<file path="config.mk">
export PLATFORM = sky130hd
export DESIGN_NAME = divider
export DESIGN_NICKNAME = d
export VERILOG_FILES = /design/src/rtl/divider_pkg.sv /design/src/rtl/div_step.sv /design/src/rtl/divider.sv
export SDC_FILE = /design/constraint.sdc
export NUM_CORES = 1
export LEC_CHECK = 0
export ABC_AREA = 1
export BUFFER_PORTS_ARGS = -buffer_cell sky130_fd_sc_hd__buf_4
export CAP_MARGIN = 10
export CORE_UTILIZATION = 45
export DETAILED_ROUTE_END_ITERATION = 10
export PLACE_DENSITY_LB_ADDON = 0.3
export REMOVE_ABC_BUFFERS = 1
export SETUP_SLACK_MARGIN = 0.1
export SYNTH_ARGS = -nofsm -noshare
export SYNTH_HDL_FRONTEND = slang
export SYNTH_SLANG_ARGS = --single-unit
</file>
<file path="constraint.sdc">
create_clock -name clk -period 2.6 [get_ports clk]
set_clock_uncertainty 0.1 [all_clocks]
set_input_delay 0.78 -clock clk [delete_from_list [all_inputs] [get_ports clk]]
set_output_delay 0.78 -clock clk [all_outputs]
set_load 0.05 [all_outputs]
</file>
<file path="src/rtl/divider_pkg.sv">
// Shared definitions for the fixed-point divider: FSM state encoding and
// the saturation-pattern helper used for clamping and overflow limits.
// No ports; imported by divider and div_step.
package divider_pkg;

  typedef enum logic [1:0] {
    IDLE = 2'd0,
    CALC = 2'd1,
    DONE = 2'd2
  } state_e;

  // Widest quotient the helper can describe.
  localparam int SAT_W = 128;

  // Bit pattern of the most positive (neg=0) or most negative (neg=1)
  // value of a 'width'-bit signed number. Read as unsigned, the same
  // patterns are the largest quotient magnitudes that fit without clamping.
  function automatic logic [SAT_W-1:0] sat_pattern(input int width, input logic neg);
    logic [SAT_W-1:0] msb;
    msb = SAT_W'(1) << (width - 1);
    return neg ? msb : (msb - SAT_W'(1));
  endfunction

endpackage

</file>
<file path="src/rtl/div_step.sv">
// One restoring-division step: shift next dividend bit into the partial
// remainder, subtract the divisor when it fits. Purely combinational.
// Ports: rem_i/rem_o partial remainder in/out, bit_i next dividend bit,
//        dvs_i divisor magnitude, q_o resulting quotient bit.
module div_step
  import divider_pkg::*;
#(
  parameter int B_WIDTH = 16
) (
  input  logic [B_WIDTH:0]   rem_i,
  input  logic               bit_i,
  input  logic [B_WIDTH-1:0] dvs_i,
  output logic [B_WIDTH:0]   rem_o,
  output logic               q_o
);

  // One extra bit so the shifted remainder can never wrap.
  logic [B_WIDTH+1:0] shifted;
  logic [B_WIDTH:0]   diff;
  logic               fits;

  always_comb begin
    shifted = {rem_i, bit_i};
    fits    = shifted >= (B_WIDTH+2)'(dvs_i);
    // When the divisor fits the difference is below the divisor, so the
    // top shifted bit is not needed to form it.
    diff    = shifted[B_WIDTH:0] - {1'b0, dvs_i};
    rem_o   = fits ? diff : shifted[B_WIDTH:0];
    q_o     = fits;
  end

endmodule

</file>
<file path="src/rtl/divider.sv">
// Signed fixed-point divider: out = (a <<< IN_SCALE) / b, truncated toward zero.
// Latency: out_valid pulses DIV_BITS+1 cycles after the accepting edge.
// Backpressure: ready is high only when idle; start while busy is dropped.
// Ports: clk, rst (sync, active high), start/a/b request, ready,
//        out_valid pulse, out quotient, div_by_zero and overflow flags.
module divider
  import divider_pkg::*;
#(
  parameter int A_WIDTH   = 16,
  parameter int B_WIDTH   = 16,
  parameter int IN_SCALE  = 16,
  parameter int OUT_WIDTH = A_WIDTH + IN_SCALE
) (
  input  logic                 clk,
  input  logic                 rst,
  input  logic                 start,
  input  logic [A_WIDTH-1:0]   a,
  input  logic [B_WIDTH-1:0]   b,
  output logic                 ready,
  output logic                 out_valid,
  output logic [OUT_WIDTH-1:0] out,
  output logic                 div_by_zero,
  output logic                 overflow
);

  localparam int DIV_BITS = A_WIDTH + IN_SCALE;
  localparam int CNT_W    = $clog2(DIV_BITS + 1);
  // Comparison width covers both the raw quotient and the output range.
  localparam int CMP_W    = ((DIV_BITS > OUT_WIDTH) ? DIV_BITS : OUT_WIDTH) + 1;

  localparam logic [CMP_W-1:0]     POS_LIM  = CMP_W'(sat_pattern(OUT_WIDTH, 1'b0));
  localparam logic [CMP_W-1:0]     NEG_LIM  = CMP_W'(sat_pattern(OUT_WIDTH, 1'b1));
  localparam logic [OUT_WIDTH-1:0] OUT_MAX  = OUT_WIDTH'(sat_pattern(OUT_WIDTH, 1'b0));
  localparam logic [OUT_WIDTH-1:0] OUT_MIN  = OUT_WIDTH'(sat_pattern(OUT_WIDTH, 1'b1));
  localparam logic [CNT_W-1:0]     LAST_CNT = CNT_W'(DIV_BITS);

  state_e                 state_q, state_d;
  logic [CNT_W-1:0]       cnt_q, cnt_d;
  // Holds the scaled dividend magnitude; quotient bits shift in at the LSB
  // as dividend bits leave at the MSB.
  logic [DIV_BITS-1:0]    quo_q, quo_d;
  logic [B_WIDTH:0]       rem_q, rem_d;
  logic [B_WIDTH-1:0]     dvs_q, dvs_d;
  logic                   sign_q, sign_d;
  logic                   a_neg_q, a_neg_d;
  logic                   bz_q, bz_d;
  logic [OUT_WIDTH-1:0]   out_q, out_d;
  logic                   dbz_q, dbz_d;
  logic                   ovf_q, ovf_d;

  logic [A_WIDTH-1:0]     a_mag;
  logic [B_WIDTH-1:0]     b_mag;
  logic [DIV_BITS-1:0]    dvd_init;
  logic [B_WIDTH:0]       step_rem;
  logic                   step_q;
  logic [CMP_W-1:0]       q_ext;
  logic [OUT_WIDTH-1:0]   res_val;
  logic                   res_ovf;

  div_step #(
    .B_WIDTH (B_WIDTH)
  ) u_step (
    .rem_i (rem_q),
    .bit_i (quo_q[DIV_BITS-1]),
    .dvs_i (dvs_q),
    .rem_o (step_rem),
    .q_o   (step_q)
  );

  // Magnitudes as unsigned values; the most negative input maps to
  // 2^(W-1), which still fits the unsigned field.
  always_comb begin
    a_mag    = a[A_WIDTH-1] ? (~a + A_WIDTH'(1)) : a;
    b_mag    = b[B_WIDTH-1] ? (~b + B_WIDTH'(1)) : b;
    dvd_init = DIV_BITS'(a_mag) << IN_SCALE;
  end

  // Sign correction and clamping of the finished unsigned quotient.
  // A negative result may reach one step further than a positive one.
  always_comb begin
    q_ext   = CMP_W'(quo_q);
    res_val = '0;
    res_ovf = 1'b0;
    if (bz_q) begin
      res_val = a_neg_q ? OUT_MIN : OUT_MAX;
    end else if (!sign_q) begin
      if (q_ext > POS_LIM) begin
        res_val = OUT_MAX;
        res_ovf = 1'b1;
      end else begin
        res_val = q_ext[OUT_WIDTH-1:0];
      end
    end else begin
      if (q_ext > NEG_LIM) begin
        res_val = OUT_MIN;
        res_ovf = 1'b1;
      end else begin
        res_val = ~q_ext[OUT_WIDTH-1:0] + OUT_WIDTH'(1);
      end
    end
  end

  always_comb begin
    state_d = state_q;
    cnt_d   = cnt_q;
    quo_d   = quo_q;
    rem_d   = rem_q;
    dvs_d   = dvs_q;
    sign_d  = sign_q;
    a_neg_d = a_neg_q;
    bz_d    = bz_q;
    out_d   = out_q;
    dbz_d   = dbz_q;
    ovf_d   = ovf_q;
    case (state_q)
      IDLE: begin
        if (start) begin
          state_d = CALC;
          cnt_d   = '0;
          quo_d   = dvd_init;
          rem_d   = '0;
          dvs_d   = b_mag;
          sign_d  = a[A_WIDTH-1] ^ b[B_WIDTH-1];
          a_neg_d = a[A_WIDTH-1];
          bz_d    = (b == '0);
        end
      end
      CALC: begin
        // DIV_BITS step cycles, then one cycle to publish the result.
        if (cnt_q == LAST_CNT) begin
          state_d = DONE;
          out_d   = res_val;
          dbz_d   = bz_q;
          ovf_d   = res_ovf;
        end else begin
          cnt_d = cnt_q + CNT_W'(1);
          quo_d = {quo_q[DIV_BITS-2:0], step_q};
          rem_d = step_rem;
        end
      end
      DONE: begin
        state_d = IDLE;
      end
      default: begin
        state_d = IDLE;
      end
    endcase
  end

  always_ff @(posedge clk) begin
    if (rst) begin
      state_q <= IDLE;
      cnt_q   <= '0;
      quo_q   <= '0;
      rem_q   <= '0;
      dvs_q   <= '0;
      sign_q  <= 1'b0;
      a_neg_q <= 1'b0;
      bz_q    <= 1'b0;
      out_q   <= '0;
      dbz_q   <= 1'b0;
      ovf_q   <= 1'b0;
    end else begin
      state_q <= state_d;
      cnt_q   <= cnt_d;
      quo_q   <= quo_d;
      rem_q   <= rem_d;
      dvs_q   <= dvs_d;
      sign_q  <= sign_d;
      a_neg_q <= a_neg_d;
      bz_q    <= bz_d;
      out_q   <= out_d;
      dbz_q   <= dbz_d;
      ovf_q   <= ovf_d;
    end
  end

  assign ready       = (state_q == IDLE);
  assign out_valid   = (state_q == DONE);
  assign out         = out_q;
  assign div_by_zero = dbz_q;
  assign overflow    = ovf_q;

endmodule
</file>
==> tab_implementation.tex <==
\begin{tabular}{lr}
\hline
Metric & Value \\
\hline
\multicolumn{2}{l}{\textbf{Floorplan}} \\
Initial Utilization & between 40 and 50\% \\
Area of the die & 17100 um\^{}2 \\
Core region area & $\sim$16000 um\^{}2 \\
Standard-cell rows & 46 \\
Width of the die & between 100 and 150 um \\
Top-Level Pins & 71 \\
Height of the die & around 130 um \\
\multicolumn{2}{l}{\textbf{Clock tree}} \\
Clock-pin slew reported for the worst setup and hold paths after clock tree synthesis & $\sim$0.070 ns \\
Number of hold buffers added after cts & 0 \\
Total number of clock tree sinks & 110 \\
Post-CTS setup buffer count & 0 \\
H-tree level count & 3 \\
Clock insertion delay at the later pin of the skew report & 0.36 ns \\
Bufs on Longest Clock Path & 2 \\
Root Driver & sky130\_fd\_sc\_hd\_\_clkbuf\_16 \\
Post-cts resize count & 0 \\
TritonCTS clock tree & built \\
Number of buffers created by CTS & 9 \\
\multicolumn{2}{l}{\textbf{Pwr}} \\
PwrDens & just over 800 nW/um\^{}2 \\
Final Total Pwr & roughly 6900 uW \\
IR Drop Worst-Case VDD & 0.498 mV \\
Static leakage & between 0.004 and 0.005 uW \\
\multicolumn{2}{l}{\textbf{Global route}} \\
Antenna violations before repair & 0 \\
First-pass GRT wire length & around 33000 um \\
Pin count of the biggest net entering global routing & 39 \\
Total global routing track utilization & between 20 and 25\% \\
Grt total ovfl & 0 \\
Via count of the first global-routing pass & about 6800 \\
\multicolumn{2}{l}{\textbf{Final layout}} \\
Fillers & between 1500 and 2000 \\
Proportion of layout cells with a drive suffix above 1 & 10.3\% \\
Fin util & a little over half \\
Signed area change from the synthesized netlist to the final layout & 13.4\% \\
\# diodes & 0 \\
Final std cells w/o fill & around 1500 \\
Final \#Nets & about 1300 \\
\multicolumn{2}{l}{\textbf{Synthesis}} \\
Asr flop ratio synth & 0\% \\
Cell count after synthesis & $\sim$1200 \\
Total standard cell area after synthesis & 7470 um\^{}2 \\
Post-synth cell types & 43 \\
Dominant register cell in the synthesized netlist & sky130\_fd\_sc\_hd\_\_dfxtp\_1 \\
Count of flip-flops with a built-in enable after synthesis & 0 \\
Fraction of the yosys area taken by sequential cells & a little under 30\% \\
Cell types with the largest area share after synthesis & sky130\_fd\_sc\_hd\_\_dfxtp\_1 29\%, sky130\_fd\_sc\_hd\_\_nand2\_1 18\%, sky130\_fd\_sc\_hd\_\_inv\_1 7.2\%, sky130\_fd\_sc\_hd\_\_a21oi\_1 6.7\%, sky130\_fd\_sc\_hd\_\_nor2\_1 6.4\% \\
Largest area contributor in the synthesized netlist & sky130\_fd\_sc\_hd\_\_dfxtp\_1 \\
FF+latch count, synth & 110 \\
Top-area cell type share of the netlist area & $\sim$29\% \\
Number of warnings reported in the yosys synthesis log & 0 \\
Syn Area/Cell & 6.16 um\^{}2 \\
\multicolumn{2}{l}{\textbf{Timing}} \\
Slew at the pin closest to its max-slew limit & a little under 0.8 ns \\
Clock period minus worst slack & around 2.2 ns \\
Setup TNS after final layout & 0 ns \\
Total of endpoints with negative setup slack in the final report & 0 \\
Final worst setup slack & about 0.4 ns \\
Maximum clock frequency & approximately 460 MHz \\
Max-Slew Margin vs Limit & between 40 and 50\% \\
RSZ-0062 raised after global routing & false \\
Period Utilization, post-route & between 80\% and 90\% \\
Total count of hold-check failures in the final report & 0 \\
Number of max-slew violations in the final report & 0 \\
\multicolumn{2}{l}{\textbf{Route}} \\
Routed WL & 20700 um \\
Drc violations & 0 \\
Number of antenna-violating nets in the routed design & 0 \\
Iteration-0 DRC Markers & 700 \\
Number of iterations in the first detailed-routing pass & 6 \\
Via count normalized by instance count & 5.25 \\
Wire length per cell & $\sim$14 um \\
Via total after detailed routing & $\sim$7800 \\
\multicolumn{2}{l}{\textbf{Worst setup path}} \\
Worst path max stage delay & $\sim$0.33 ns \\
Category of the worst setup path launch point & flop \\
Class of the most critical setup path & reg -> reg \\
Worst-case register-to-register setup slack & between 0.4 and 0.5 ns \\
Data arrival time of the critical path & around 2.3 ns \\
Largest delay contributor family on the critical path & simple AND/OR/NAND/NOR gates \\
Number of cells traversed by the worst register-to-register path & 11 \\
CP Data Required Time & between 2 and 3 ns \\
Kind of end point of the critical path & flop \\
Buf/Inv on CP & 1 \\
CP dominant cell by count & sky130\_fd\_sc\_hd\_\_nor2\_1 \\
CP cell instances & inv\_1 > ha\_1 > nand2\_4 > nor2\_8 > nand2\_4 > nor2\_1 > nor2\_1 > nor2\_2 > nand3\_1 > a21oi\_1 > nor2\_1 \\
RR Endpoint & out[31]\$\_SDFFE\_PP0P\_ \\
Worst reg2reg path startpoint & quo\_q[0]\$\_SDFFE\_PP0P\_ \\
Library cell contributing the largest single delay on the critical path & sky130\_fd\_sc\_hd\_\_dfxtp\_1 \\
Largest fanout of any net on the critical path & 7 \\
\multicolumn{2}{l}{\textbf{Placed design}} \\
Placed wire-length estimate after detailed placement & about 15000 um \\
Worst-case setup slack after placement & approximately 0.28 ns \\
Routability congestion estimate from global placement & around 0.93 \\
Total instance count after detailed placement & approximately 1500 \\
IO Port Bufs & 70 \\
\multicolumn{2}{l}{\textbf{Hold path}} \\
Number of cells on the worst hold path & 2 \\
Worst min-delay path category & reg -> reg \\
Worst Min Path Start & rem\_q[16]\$\_SDFFE\_PP0P\_ \\
Worst hold path endpoint & rem\_q[16]\$\_SDFFE\_PP0P\_ \\
\multicolumn{2}{l}{\textbf{Status}} \\
Status & finished, final reports clean \\
\multicolumn{2}{l}{\textbf{Flow run}} \\
Number of max-capacitance violations reported & 0 \\
\hline
\end{tabular}
==> layout by cell type (no fill, tap or decap), types with 2 or more instances in the layout <==
cell type	n
sky130_fd_sc_hd__o211ai_1	6
sky130_fd_sc_hd__o22ai_1	10
sky130_fd_sc_hd__nor2_2	6
sky130_fd_sc_hd__clkbuf_16	9
sky130_fd_sc_hd__xor2_1	25
sky130_fd_sc_hd__o21ai_1	21
sky130_fd_sc_hd__a31oi_1	5
sky130_fd_sc_hd__a21oi_2	4
sky130_fd_sc_hd__a21oi_1	100
sky130_fd_sc_hd__o221ai_1	3
sky130_fd_sc_hd__ha_1	21
sky130_fd_sc_hd__xnor2_1	14
sky130_fd_sc_hd__nand3_1	61
sky130_fd_sc_hd__dfxtp_1	110
sky130_fd_sc_hd__nand2_2	3
sky130_fd_sc_hd__inv_2	3
sky130_fd_sc_hd__inv_1	144
sky130_fd_sc_hd__nand3b_1	5
sky130_fd_sc_hd__o31ai_1	2
sky130_fd_sc_hd__clkbuf_8	3
sky130_fd_sc_hd__buf_4	85
sky130_fd_sc_hd__nor2_4	3
sky130_fd_sc_hd__nor2_1	128
sky130_fd_sc_hd__buf_12	2
sky130_fd_sc_hd__nand2_1	361
sky130_fd_sc_hd__o21ai_0	77
sky130_fd_sc_hd__nand2_4	3
sky130_fd_sc_hd__nor3_1	9
sky130_fd_sc_hd__nand4_1	27
==> worst max-delay path by stage <==
| stage | depth (start not counted) | from | slack, ns | to |
|---|---|---|---|---|
| 2_1_floorplan | 7 | state_q[1]$_SDFFE_PP0P_ | -0.23 | quo_q[31]$_SDFFE_PP0P_ |
| 3_3_place_gp | 7 | a[0] | 0.26 | quo_q[31]$_SDFFE_PP0P_ |
| 3_5_place_dp | 13 | a[1] | 0.28 | quo_q[30]$_SDFFE_PP0P_ |
| 4_1_cts | 12 | quo_q[0]$_SDFFE_PP0P_ | 0.41 | out[28]$_SDFFE_PP0P_ |
| 5_1_grt | 14 | quo_q[31]$_SDFFE_PP0P_ | 0.21 | rem_q[16]$_SDFFE_PP0P_ |
| 6_report | 11 | quo_q[0]$_SDFFE_PP0P_ | 0.41 | out[31]$_SDFFE_PP0P_ |
==> layout make-up <==
type                            instances  area (um^2)  area share [%]
Clock inverter                          3         25.0           0.295
Timing Repair Buffer                   87          678            8.00
Inverter                              148          556            6.56
Sequential cell                       110         2200            26.0
Multi-Input combinational cell        906         4470            52.8
Tap cell                              216          270            3.19
Clock buffer                           13          270            3.19
==> synthesized netlist by cell type (4+ instances only) <==
master                     instances
sky130_fd_sc_hd__nand2_1         361
sky130_fd_sc_hd__inv_1           144
sky130_fd_sc_hd__nor2_1          128
sky130_fd_sc_hd__dfxtp_1         110
sky130_fd_sc_hd__a21oi_1         100
sky130_fd_sc_hd__o21ai_0          77
sky130_fd_sc_hd__nand3_1          61
sky130_fd_sc_hd__clkbuf_1         28
sky130_fd_sc_hd__nand4_1          27
sky130_fd_sc_hd__xor2_1           25
sky130_fd_sc_hd__ha_1             21
sky130_fd_sc_hd__o21ai_1          21
sky130_fd_sc_hd__xnor2_1          14
sky130_fd_sc_hd__o22ai_1          10
sky130_fd_sc_hd__buf_2             9
sky130_fd_sc_hd__nor3_1            9
sky130_fd_sc_hd__nor2_2            6
sky130_fd_sc_hd__o211ai_1          6
sky130_fd_sc_hd__a31oi_1           5
sky130_fd_sc_hd__buf_6             5
sky130_fd_sc_hd__nand3b_1          5
sky130_fd_sc_hd__a21oi_2           4
==> metrics by stage <==
stage               hold slack, ns  instance area (um^2)
floorplan                    0.335                  7230
global placement             0.356                  8180
detailed placement           0.360                  8180
CTS                          0.371                  8470
global route                 0.398                  8470
finish                       0.367                  8470
==> worst min-delay path: stages, from the launching register on <==
cell and delay, ns:
sky130_fd_sc_hd__dfxtp_1 0.31, sky130_fd_sc_hd__nand2_1 0.06, sky130_fd_sc_hd__a21oi_1 0.05
==> state kept, by name (all words and copies together), names as in the netlist, 2 cells and up <==
register and cells:
dvs_q 16, rem_q 17, state_q 2, cnt_q 6, quo_q 32, out 32
==> power breakdown <==
group / internal, uW / leakage (uW) / switching (uW)
Combinational: 1280 / 0.00304 / 2230
Clock: 736 / 0.000142 / 672
Sequential: 1830 / 0.000894 / 129
Total: 3850 / 0.00408 / 3030
==> metal layers <==
layer  routed length [um]  global-route usage, %  vias to the layer above
met2                 8820                   38.0                      245
met3                 1260                   3.79                       23
li1                     -                      -                     4007
met4                  316                   7.51                        0
met5                    0                      0                        -
met1                10300                   36.2                     3510
==> logic make-up after synthesis <==
kind of cell | after synthesis | synth area share [%]
compound gates | 231 | 16.6
fa+ha+maj | 22 | 3.79
flops | 110 | 29.5
simple gates | 614 | 34.9
xor+xnor | 39 | 4.57
buf+inv | 196 | 10.7
(Power assumes the default switching activity.)
